--- src/rtl/riscv_pipe_pkg.sv ---
// Shared pipeline package: arbiter state encoding, NOP and opcode constants.
package riscv_pipe_pkg;

    localparam int unsigned DCOUNT_W = 4;

    localparam logic [31:0] NOP = 32'h0000_0013;

    localparam logic [6:0] LW    = 7'b0000011;
    localparam logic [6:0] SW    = 7'b0100011;
    localparam logic [6:0] BEQ   = 7'b1100011;
    localparam logic [6:0] ALUop = 7'b0110011;

    typedef enum logic [2:0] {
        IDLE   = 3'd0,
        BUSY_I = 3'd1,
        BUSY_D = 3'd2,
        RESP_I = 3'd3,
        RESP_D = 3'd4
    } arb_state_e;

endpackage

--- src/rtl/riscv_unified_mem_arbiter_if.sv ---
// Bundle of fetch, data and memory handshake signals around the arbiter.
interface riscv_unified_mem_arbiter_if #(
    parameter int unsigned ADDR_W = 32,
    parameter int unsigned DATA_W = 32
);
    logic              if_req;
    logic [ADDR_W-1:0] if_addr;
    logic [DATA_W-1:0] if_rdata;
    logic              if_ready;

    logic              d_req;
    logic              d_we;
    logic [ADDR_W-1:0] d_addr;
    logic [DATA_W-1:0] d_wdata;
    logic [DATA_W-1:0] d_rdata;
    logic              d_ready;

    logic              mem_req;
    logic              mem_we;
    logic [ADDR_W-1:0] mem_addr;
    logic [DATA_W-1:0] mem_wdata;
    logic [DATA_W-1:0] mem_rdata;
    logic              mem_ack;

    logic              err;

    // Arbiter side
    modport slave (
        input  if_req, if_addr, d_req, d_we, d_addr, d_wdata, mem_rdata, mem_ack,
        output if_rdata, if_ready, d_rdata, d_ready,
               mem_req, mem_we, mem_addr, mem_wdata, err
    );

    // Pipeline + memory side
    modport master (
        output if_req, if_addr, d_req, d_we, d_addr, d_wdata, mem_rdata, mem_ack,
        input  if_rdata, if_ready, d_rdata, d_ready,
               mem_req, mem_we, mem_addr, mem_wdata, err
    );
endinterface

--- src/rtl/riscv_arb_fair_counter.sv ---
// Saturating count of consecutive data wins taken while a fetch was waiting.
module riscv_arb_fair_counter
    import riscv_pipe_pkg::*;
#(
    parameter int unsigned MAX_DWINS = 2
) (
    input  logic clock,
    input  logic reset,
    input  logic inc_i,
    input  logic clr_i,
    output logic at_max_o
);
    logic [DCOUNT_W-1:0] count_q, count_d;
    logic                at_max_q, at_max_d;

    // Next count: clear wins over increment, increment saturates at the limit
    always_comb begin
        count_d = count_q;
        if (clr_i) begin
            count_d = '0;
        end else if (inc_i && (count_q != DCOUNT_W'(MAX_DWINS))) begin
            count_d = count_q + DCOUNT_W'(1);
        end
        at_max_d = (count_d == DCOUNT_W'(MAX_DWINS));
    end

    // Count and limit-flag registers
    always_ff @(posedge clock or posedge reset) begin
        if (reset) begin
            count_q  <= '0;
            at_max_q <= 1'b0;
        end else begin
            count_q  <= count_d;
            at_max_q <= at_max_d;
        end
    end

    assign at_max_o = at_max_q;
endmodule

--- src/rtl/riscv_unified_mem_arbiter.sv ---
// Arbitrates one single-port variable-latency memory between IF and MEM stages.
module riscv_unified_mem_arbiter
    import riscv_pipe_pkg::*;
#(
    parameter int unsigned ADDR_W    = 32,
    parameter int unsigned DATA_W    = 32,
    parameter int unsigned MAX_DWINS = 2
) (
    input logic                        clock,
    input logic                        reset,
    riscv_unified_mem_arbiter_if.slave bus
);
    localparam logic [2:0] ST_IDLE   = IDLE;
    localparam logic [2:0] ST_BUSY_I = BUSY_I;
    localparam logic [2:0] ST_BUSY_D = BUSY_D;
    localparam logic [2:0] ST_RESP_I = RESP_I;
    localparam logic [2:0] ST_RESP_D = RESP_D;

    logic [2:0]        state_q, state_d;
    logic              mem_req_q, mem_req_d;
    logic              mem_we_q, mem_we_d;
    logic [ADDR_W-1:0] mem_addr_q, mem_addr_d;
    logic [DATA_W-1:0] mem_wdata_q, mem_wdata_d;
    logic              if_ready_q, if_ready_d;
    logic              d_ready_q, d_ready_d;
    logic [DATA_W-1:0] if_rdata_q, if_rdata_d;
    logic [DATA_W-1:0] d_rdata_q, d_rdata_d;
    logic              err_q, err_d;
    logic              cnt_inc, cnt_clr, dwin_at_max;

    riscv_arb_fair_counter #(.MAX_DWINS(MAX_DWINS)) u_fair (
        .clock    (clock),
        .reset    (reset),
        .inc_i    (cnt_inc),
        .clr_i    (cnt_clr),
        .at_max_o (dwin_at_max)
    );

    // Next-state, datapath and error logic
    always_comb begin
        state_d     = state_q;
        mem_req_d   = mem_req_q;
        mem_we_d    = mem_we_q;
        mem_addr_d  = mem_addr_q;
        mem_wdata_d = mem_wdata_q;
        if_ready_d  = 1'b0;
        d_ready_d   = 1'b0;
        if_rdata_d  = if_rdata_q;
        d_rdata_d   = d_rdata_q;
        err_d       = err_q;
        cnt_inc     = 1'b0;
        cnt_clr     = 1'b0;

        case (state_q)
            ST_IDLE: begin
                if (bus.mem_ack) err_d = 1'b1;
                if (bus.d_req && (!bus.if_req || !dwin_at_max)) begin
                    state_d     = ST_BUSY_D;
                    mem_req_d   = 1'b1;
                    mem_we_d    = bus.d_we;
                    mem_addr_d  = bus.d_addr;
                    mem_wdata_d = bus.d_wdata;
                    cnt_inc     = bus.if_req;
                    cnt_clr     = !bus.if_req;
                end else if (bus.if_req) begin
                    state_d    = ST_BUSY_I;
                    mem_req_d  = 1'b1;
                    mem_we_d   = 1'b0;
                    mem_addr_d = bus.if_addr;
                    cnt_clr    = 1'b1;
                end
            end
            ST_BUSY_I: begin
                if (!bus.if_req) err_d = 1'b1;
                if (bus.mem_ack) begin
                    if_rdata_d = bus.mem_rdata;
                    mem_req_d  = 1'b0;
                    mem_we_d   = 1'b0;
                    if_ready_d = 1'b1;
                    state_d    = ST_RESP_I;
                end
            end
            ST_BUSY_D: begin
                if (!bus.d_req) err_d = 1'b1;
                if (bus.mem_ack) begin
                    if (!mem_we_q) d_rdata_d = bus.mem_rdata;
                    mem_req_d = 1'b0;
                    mem_we_d  = 1'b0;
                    d_ready_d = 1'b1;
                    state_d   = ST_RESP_D;
                end
            end
            ST_RESP_I, ST_RESP_D: begin
                if (bus.mem_ack) err_d = 1'b1;
                state_d = ST_IDLE;
            end
            default: begin
                state_d = ST_IDLE;
            end
        endcase
    end

    // State and output registers
    always_ff @(posedge clock or posedge reset) begin
        if (reset) begin
            state_q     <= ST_IDLE;
            mem_req_q   <= 1'b0;
            mem_we_q    <= 1'b0;
            mem_addr_q  <= '0;
            mem_wdata_q <= '0;
            if_ready_q  <= 1'b0;
            d_ready_q   <= 1'b0;
            if_rdata_q  <= DATA_W'(NOP);
            d_rdata_q   <= '0;
            err_q       <= 1'b0;
        end else begin
            state_q     <= state_d;
            mem_req_q   <= mem_req_d;
            mem_we_q    <= mem_we_d;
            mem_addr_q  <= mem_addr_d;
            mem_wdata_q <= mem_wdata_d;
            if_ready_q  <= if_ready_d;
            d_ready_q   <= d_ready_d;
            if_rdata_q  <= if_rdata_d;
            d_rdata_q   <= d_rdata_d;
            err_q       <= err_d;
        end
    end

    assign bus.mem_req   = mem_req_q;
    assign bus.mem_we    = mem_we_q;
    assign bus.mem_addr  = mem_addr_q;
    assign bus.mem_wdata = mem_wdata_q;
    assign bus.if_ready  = if_ready_q;
    assign bus.d_ready   = d_ready_q;
    assign bus.if_rdata  = if_rdata_q;
    assign bus.d_rdata   = d_rdata_q;
    assign bus.err       = err_q;
endmodule

--- src/flat_wrapper.sv ---
// flat-port wrapper written by rule: the top's interface ports become plain ports
module riscv_unified_mem_arbiter_flat import riscv_pipe_pkg::*;
#(
    parameter int unsigned ADDR_W    = 32,
    parameter int unsigned DATA_W    = 32,
    parameter int unsigned MAX_DWINS = 2
)
  (clock, reset, bus_if_req, bus_if_addr, bus_d_req, bus_d_we, bus_d_addr, bus_d_wdata, bus_mem_rdata, bus_mem_ack, bus_if_rdata, bus_if_ready, bus_d_rdata, bus_d_ready, bus_mem_req, bus_mem_we, bus_mem_addr, bus_mem_wdata, bus_err);
  riscv_unified_mem_arbiter_if #(.ADDR_W(ADDR_W), .DATA_W(DATA_W)) bus_i ();
  input logic clock;
  input logic reset;
  input wire logic [$bits(bus_i.if_req)-1:0] bus_if_req;
  input wire logic [$bits(bus_i.if_addr)-1:0] bus_if_addr;
  input wire logic [$bits(bus_i.d_req)-1:0] bus_d_req;
  input wire logic [$bits(bus_i.d_we)-1:0] bus_d_we;
  input wire logic [$bits(bus_i.d_addr)-1:0] bus_d_addr;
  input wire logic [$bits(bus_i.d_wdata)-1:0] bus_d_wdata;
  input wire logic [$bits(bus_i.mem_rdata)-1:0] bus_mem_rdata;
  input wire logic [$bits(bus_i.mem_ack)-1:0] bus_mem_ack;
  output wire logic [$bits(bus_i.if_rdata)-1:0] bus_if_rdata;
  output wire logic [$bits(bus_i.if_ready)-1:0] bus_if_ready;
  output wire logic [$bits(bus_i.d_rdata)-1:0] bus_d_rdata;
  output wire logic [$bits(bus_i.d_ready)-1:0] bus_d_ready;
  output wire logic [$bits(bus_i.mem_req)-1:0] bus_mem_req;
  output wire logic [$bits(bus_i.mem_we)-1:0] bus_mem_we;
  output wire logic [$bits(bus_i.mem_addr)-1:0] bus_mem_addr;
  output wire logic [$bits(bus_i.mem_wdata)-1:0] bus_mem_wdata;
  output wire logic [$bits(bus_i.err)-1:0] bus_err;
  assign bus_i.if_req = bus_if_req;
  assign bus_i.if_addr = bus_if_addr;
  assign bus_i.d_req = bus_d_req;
  assign bus_i.d_we = bus_d_we;
  assign bus_i.d_addr = bus_d_addr;
  assign bus_i.d_wdata = bus_d_wdata;
  assign bus_i.mem_rdata = bus_mem_rdata;
  assign bus_i.mem_ack = bus_mem_ack;
  assign bus_if_rdata = bus_i.if_rdata;
  assign bus_if_ready = bus_i.if_ready;
  assign bus_d_rdata = bus_i.d_rdata;
  assign bus_d_ready = bus_i.d_ready;
  assign bus_mem_req = bus_i.mem_req;
  assign bus_mem_we = bus_i.mem_we;
  assign bus_mem_addr = bus_i.mem_addr;
  assign bus_mem_wdata = bus_i.mem_wdata;
  assign bus_err = bus_i.err;
  riscv_unified_mem_arbiter #(.ADDR_W(ADDR_W), .DATA_W(DATA_W), .MAX_DWINS(MAX_DWINS)) u_core (.clock(clock), .reset(reset), .bus(bus_i));
endmodule
--- config.mk ---
export PLATFORM = sky130hd
export DESIGN_NAME = riscv_unified_mem_arbiter_flat
export DESIGN_NICKNAME = d
export VERILOG_FILES = /design/src/rtl/riscv_pipe_pkg.sv /design/src/rtl/riscv_unified_mem_arbiter_if.sv /design/src/rtl/riscv_arb_fair_counter.sv /design/src/rtl/riscv_unified_mem_arbiter.sv /design/src/flat_wrapper.sv
export SDC_FILE = /design/constraint.sdc
export NUM_CORES = 1
export LEC_CHECK = 0
export ABC_AREA = 1
export CAP_MARGIN = 10
export CORE_ASPECT_RATIO = 1.5
export CORE_MARGIN = 3
export CORE_UTILIZATION = 45
export DETAILED_ROUTE_END_ITERATION = 12
export GPL_TIMING_DRIVEN = 0
export PLACE_DENSITY = 0.88
export SLEW_MARGIN = 5
export SYNTH_ARGS = -nofsm -noshare
export SYNTH_HDL_FRONTEND = slang
export SYNTH_SLANG_ARGS = --single-unit
--- constraint.sdc ---
create_clock -name clock -period 6.6 [get_ports clock]
set_input_delay 0.99 -clock clock [delete_from_list [all_inputs] [get_ports clock]]
set_output_delay 0.99 -clock clock [all_outputs]
set_load 0.02 [all_outputs]
==> results of run 1 <==
==> stage by stage <==
step | instances | utilization, % | instance area (um^2) | power (mW)
global placement | 1069 | 68.5 | 9010 | 3.83
CTS | 1102 | 73.1 | 9620 | 4.87
detailed placement | 1070 | 68.8 | 9040 | 3.91
finish | 1102 | 73.1 | 9620 | 4.82
floorplan | 644 | - | 6150 | 2.80
global route | 1102 | 73.1 | 9620 | 5.11
==> synth_stat cells <==
cell type | instances | share of area (%)
nand2_1 | 216 | 13
dfrtp_1 | 138 | 56
o21ai_2 | 85 | 12
inv_1 | 47 | 2.9
nor2_1 | 41 | 2.5
o21ai_0 | 39 | 3.2
buf_2 | 15 | 1.2
o21ai_1 | 10 | 0.81
nand3_1 | 7 | 0.57
buf_6 | 6 | 1.1
a21oi_1 | 4 | 0.33
inv_2 | 4 | 0.24
buf_12 | 3 | 0.98
buf_4 | 3 | 0.37
clkbuf_1 | 3 | 0.18
dfstp_2 | 3 | 1.3
ha_1 | 3 | 0.61
nand2_2 | 2 | 0.20
nand2_4 | 2 | 0.37
nand3_2 | 2 | 0.33
nor2_4 | 2 | 0.37
o22ai_1 | 2 | 0.20
a31o_2 | 1 | 0.14
inv_4 | 1 | 0.10
inv_6 | 1 | 0.14
nand4_1 | 1 | 0.10
nor2_2 | 1 | 0.10
o211ai_1 | 1 | 0.12
or2_2 | 1 | 0.10
==> worst max-delay path by stage <==
stage	cells past startpoint	slack [ns]	end
global route	12	3.45	u_core.u_fair.at_max_o
CTS	12	3.68	u_core.u_fair.at_max_o
global placement	2	-0.12	u_core.bus.mem_addr[25]
floorplan	1	1.83	u_core.bus.d_rdata[0]
detailed placement	13	3.34	u_core.u_fair.at_max_o
finish	12	3.71	u_core.u_fair.at_max_o
==> sequential cells by signal, indices dropped and copies added, names as in the netlist <==
signal,cells
u_core.u_fair.count_q,4
u_core.bus.err,1
u_core.bus.mem_req,1
u_core.bus.mem_we,1
u_core.u_fair.at_max_o,1
u_core.bus.mem_addr,32
u_core.state_q,3
u_core.bus.d_rdata,32
u_core.bus.mem_wdata,32
u_core.bus.if_ready,1
u_core.bus.d_ready,1
u_core.bus.if_rdata,32
==> worst max-delay path: stages <==
cell and delay (ns):
clkdlybuf4s50_1 0.48, nand2_1 0.11, nand2_2 0.14, inv_1 0.19, buf_2 0.33, ha_1 0.26
nand3_1 0.13, nor2_1 0.21, nand2_1 0.13, nand2_1 0.10, nand3_1 0.09, nor2_1 0.09
==> placed cells by master, fill, tap and decap left out, drive strengths merged <==
| cell type | instances |
|---|---|
| a31o | 1 |
| a21oi | 4 |
| inv | 58 |
| dfstp | 3 |
| o22ai | 2 |
| o21ai | 134 |
| clkbuf | 22 |
| o211ai | 1 |
| or2 | 1 |
| clkdlybuf4s50 | 266 |
| buf | 28 |
| nand2 | 220 |
| nand3 | 9 |
| clkinv | 5 |
| ha | 3 |
| clkinvlp | 2 |
| bufinv | 1 |
| nor2 | 44 |
| nand4 | 1 |
| dfrtp | 138 |
==> where the power goes <==
group          internal (mW)  switching (mW)  leakage (nW)
Combinational           1.09            1.32          2.43
Sequential              1.27           0.224          1.76
Clock                  0.537           0.390         0.277
Total                   2.89            1.93          4.47
==> layout make-up <==
| cell class | instances | share of cell area (%) |
|---|---|---|
| Clock inverter | 13 | 1.37 |
| Multi-Input combinational cell | 420 | 22.6 |
| Clock buffer | 19 | 4.61 |
| Buffer | 30 | 2.46 |
| Inverter | 53 | 2.20 |
| Sequential cell | 141 | 36.7 |
| Tap cell | 159 | 2.07 |
| Timing Repair Buffer | 267 | 28.0 |
==> per-layer routing <==
| layer | GRT usage (%) | up-vias | wire length [um] |
|---|---|---|---|
| li1 | - | 2619 | - |
| met1 | 26.3 | 2559 | 6220 |
| met2 | 42.4 | 219 | 9580 |
| met3 | 5.62 | 61 | 1100 |
| met4 | 13.8 | 0 | 896 |
| met5 | 0 | - | 0 |
==> logic make-up after synthesis <==
| logic type | after synthesis |
|---|---|
| adder cells (fa/ha/maj) | 3 |
| buffers and inverters | 83 |
| AND/OR/NAND/NOR | 275 |
| AO/OA/AOI/OAI | 142 |
| flip-flops | 141 |
==> flow_summary.yaml, run 1 <==
synthesis:
  synth_compound_area_share_pct: 16.9
  syn_inst: 644
  synth_fa_ha_area_share_pct: 0.611
  syn_nets: 781
  syn_avg_cell_area_um2: 9.55
  ys_warn_count: 0
  synth_top_family_by_area: "simple AND/OR/NAND/NOR gates"
  synth.area.mux_share_pct: 0
  ys_ff_latch: 141
  synth-simple-area-share_pct: 17.8
  ys_types: 29
  synthesis.area_mm2: 0.00615
  synthXorXnorAreaFrac_pct: 0
  ys_seq_area_share_pct: 57.5
floorplanning:
  core-area_mm2: 0.0131
  die_w_um: 101
  dieArea_mm2: 0.0151
  num_rows: 51
  die_y_um: 149
  ios: 267
  initial_core_util_pct: 46.8
placement:
  dpl.hpwl_um: 13100
  place_ws_ns: 3.34
  port_buffers: 266
  gp_congestion: 0.837
timing:
  finClkSkew_ns: 0.0109
  maxSlewViolCount: 0
  fin_ws_ns: 3.71
  fin_crit_sh_pct: 43.8
  tightest_slew_ns: 0.571
  post-route-min-period_ns: 2.89
  setup_viol: 0
  fmaxAchievable_ghz: 0.346
  worst_hold_slack_ns: 0.469
  rsz0062_at_grt: "false"
  finalSetupTns_ns: 0
  finalHoldViolations: 0
  slew_headroom_pct: 61.9
clock_network:
  cts_resized: 0
  cts_tree: "yes"
  clkTransAtPathRegs_ns: 0.06
  clock_latency_ns: 0.42
  hold_buffers: 0
  clockBufferDepth: 2
  clockRootBuffer: "clkbuf_16"
  htree_num_levels: 4
  cts_buffers: 17
  cts.sinks: 141
  cts_setup_buffers: 0
critical_path:
  r2r-end: "u_core.u_fair.at_max_o"
  timing.critical_path.fanout_max: 10
  cp-end-kind: "register"
  cp.required_ns: 6.95
  worst-setup-path-type: "in -> reg"
  rr_startpoint: "u_core.u_fair.at_max_o"
  crit_start: "bus_if_req"
  reg2reg_depth: 11
  startpoint_type: "input port"
  rrSetupSlack_ns: 4.45
  crit_arrival_ns: 3.24
run:
  max_cap_viol_count: 0
grt:
  grt_max_degree: 82
  grt_pass1_vias: 5745
  antenna_found_initial: 0
  grtUsageTotal_pct: 24.2
  grt-ovfl-total: 0
  grt_pass1_wl_um: 28400
cells_and_area:
  multiInputGateArea_mm2: 0.00217
  syn2layout_area_growth_pct: 56.4
  layout.nets: 1067
  register_area_mm2: 0.00353
  post_route_cells_drive_above_1_share_pct: 17.5
  fill_cells: 940
  n_antenna_cell: 0
pwr:
  power_density_mw_per_mm2: 502
  ir_drop_uv: 259
  p_leak_nw: 4.47
route:
  drt_iter0_drc: 224
  ant_nets: 0
  drcViolationCount: 0
  drt_pass1_iterations: 4
  wire_per_inst_um: 16.1
  wirelength_um: 17800
  vias: 5458
  viasPerCell: 4.95
hold_path:
  min_path_type: "reg -> reg"
  hold_depth: 2
  worstHoldEndpoint: "u_core.bus.mem_wdata[0]"
  min_from: "u_core.bus.mem_wdata[0]"
outcome:
  status: "completed"
(Power assumes the default switching activity.)
==> run 2: changes to the inputs <==
Settings changed: CORE_UTILIZATION 45 to 38, PLACE_DENSITY 0.88 to 0.79.
Clock period 6.6 ns to 2.4 ns, I/O delays scaled along.
==> flow_summary.yaml, run 2 (synthesized netlist as in run 1, its figures left out) <==
floorplanning:
  core-area_mm2: 0.0158
  num_rows: 56
  initial_core_util_pct: 39.0
  die_w_um: 110
  ios: 267
  die_y_um: 162
  dieArea_mm2: 0.0178
clock_network:
  clock_latency_ns: 0.41
  clockBufferDepth: 2
  cts_buffers: 17
  htree_num_levels: 4
  cts_tree: "yes"
  cts_resized: 0
  cts_setup_buffers: 0
  clockRootBuffer: "clkbuf_16"
  clkTransAtPathRegs_ns: 0.06
  cts.sinks: 141
  hold_buffers: 0
cells_and_area:
  fill_cells: 1382
  post_route_cells_drive_above_1_share_pct: 17.8
  n_antenna_cell: 0
  final_cell_mix: "266 x clkdlybuf4s50_1, 216 x nand2_1, 138 x dfrtp_1"
  final_common_cell: "clkdlybuf4s50_1"
  syn2layout_area_growth_pct: 58.0
  finish.utilization_pct: 61.6
  layout.nets: 1069
critical_path:
  crit_arrival_ns: 2.46
  r2r-end: "u_core.u_fair.at_max_o"
  crit_start: "bus_if_req"
  cp.required_ns: 2.74
  rrSetupSlack_ns: 0.38
  rr_startpoint: "u_core.u_fair.at_max_o"
  startpoint_type: "input port"
  worst-setup-path-type: "in -> reg"
  cp-end-kind: "register"
  reg2reg_depth: 11
  timing.critical_path.fanout_max: 10
pwr:
  power_frac_clock_pct: 19.5
  power_density_mw_per_mm2: 1360
  sw_frac_of_total_pct: 39.7
  power_switching_mw: 5.23
  ir_drop_uv: 631
  p_leak_nw: 4.48
  combPwrFrac_pct: 49.5
  share_seq_of_total_power_pct: 31.0
  power.internal_mw: 7.94
timing:
  tightest_slew_ns: 0.750
  fin_crit_sh_pct: 88.2
  finClkSkew_ns: 0.00729
  rsz0062_at_grt: "false"
  maxSlewViolCount: 0
  finalHoldViolations: 0
  worst_hold_slack_ns: 0.427
  setup_viol: 0
  fmaxAchievable_ghz: 0.473
  post-route-min-period_ns: 2.12
  slew_headroom_pct: 49.9
grt:
  grt_max_degree: 40
  antenna_found_initial: 0
  grt_pass1_vias: 5488
  grt_pass1_wl_um: 27300
  grtUsageTotal_pct: 19.5
  grt-ovfl-total: 0
outcome:
  status: "completed"
route:
  drcViolationCount: 0
  wirelength_um: 16900
  ant_nets: 0
  viasPerCell: 4.62
  drt_pass1_iterations: 4
  wire_per_inst_um: 14.8
  drt_iter0_drc: 218
  vias: 5309
placement:
  dpl.hpwl_um: 13400
  port_buffers: 266
  gp_congestion: 0.767
run:
  max_cap_viol_count: 0
hold_path:
  min_path_type: "in -> async"
-- run 2: layout make-up --
class	instances	area [um^2]	share of cell area [%]
Sequential cell	141	3530	36.4
Timing Repair Buffer	269	2720	28.0
Multi-Input combinational cell	420	2170	22.4
Clock buffer	17	425	4.38
Tap cell	203	254	2.62
Buffer	30	236	2.44
Inverter	53	210	2.16
Clock inverter	15	158	1.62
-- run 2: power by group through the flow --
stage	Combinational, mW	Sequential [mW]	Clock [mW]
2_1_floorplan	2.36	5.35	0
3_3_place_gp	6.51	4.06	0
3_5_place_dp	6.63	4.11	0
4_1_cts	6.64	4.09	2.63
5_1_grt	7.07	4.21	2.72
6_report	6.52	4.08	2.56
-- run 2: critical path, cell delays in order --
cell and delay, ns:
clkdlybuf4s50_1 0.47, nand2_1 0.11, nand2_2 0.13, inv_1 0.17, buf_2 0.33, ha_1 0.25
nand3_1 0.12, nor2_1 0.18, nand2_1 0.10, nand2_1 0.07, nand3_1 0.08, nor2_1 0.09
-- run 2: per-stage QoR --
stage,std cells,power [mW],cell area [um^2],TNS [ns],worst slack [ns]
after floorplan,644,7.71,6150,0,0.279
after global placement,1113,10.6,9070,-140.46,-1.02
after detailed placement,1116,10.7,9130,-0.390,-0.169
after CTS,1148,13.4,9710,0,0.261
after global routing,1148,14.0,9710,0,0.0829
final,1148,13.2,9710,0,0.284
-- run 2: how the worst max path moves through the flow --
stage / to
after floorplan: u_core.bus.d_rdata[0]
after global placement: u_core.bus.mem_addr[15]
after detailed placement: u_core.u_fair.at_max_o
after CTS: u_core.u_fair.at_max_o
after global routing: u_core.u_fair.at_max_o
final: u_core.u_fair.at_max_o
-- run 2: layer usage --
layer	track usage (%)	part of all wire [%]
met4	6.86	2.5
met5	0	0
met1	20.3	36
met2	35.7	54
met3	6.40	8.3
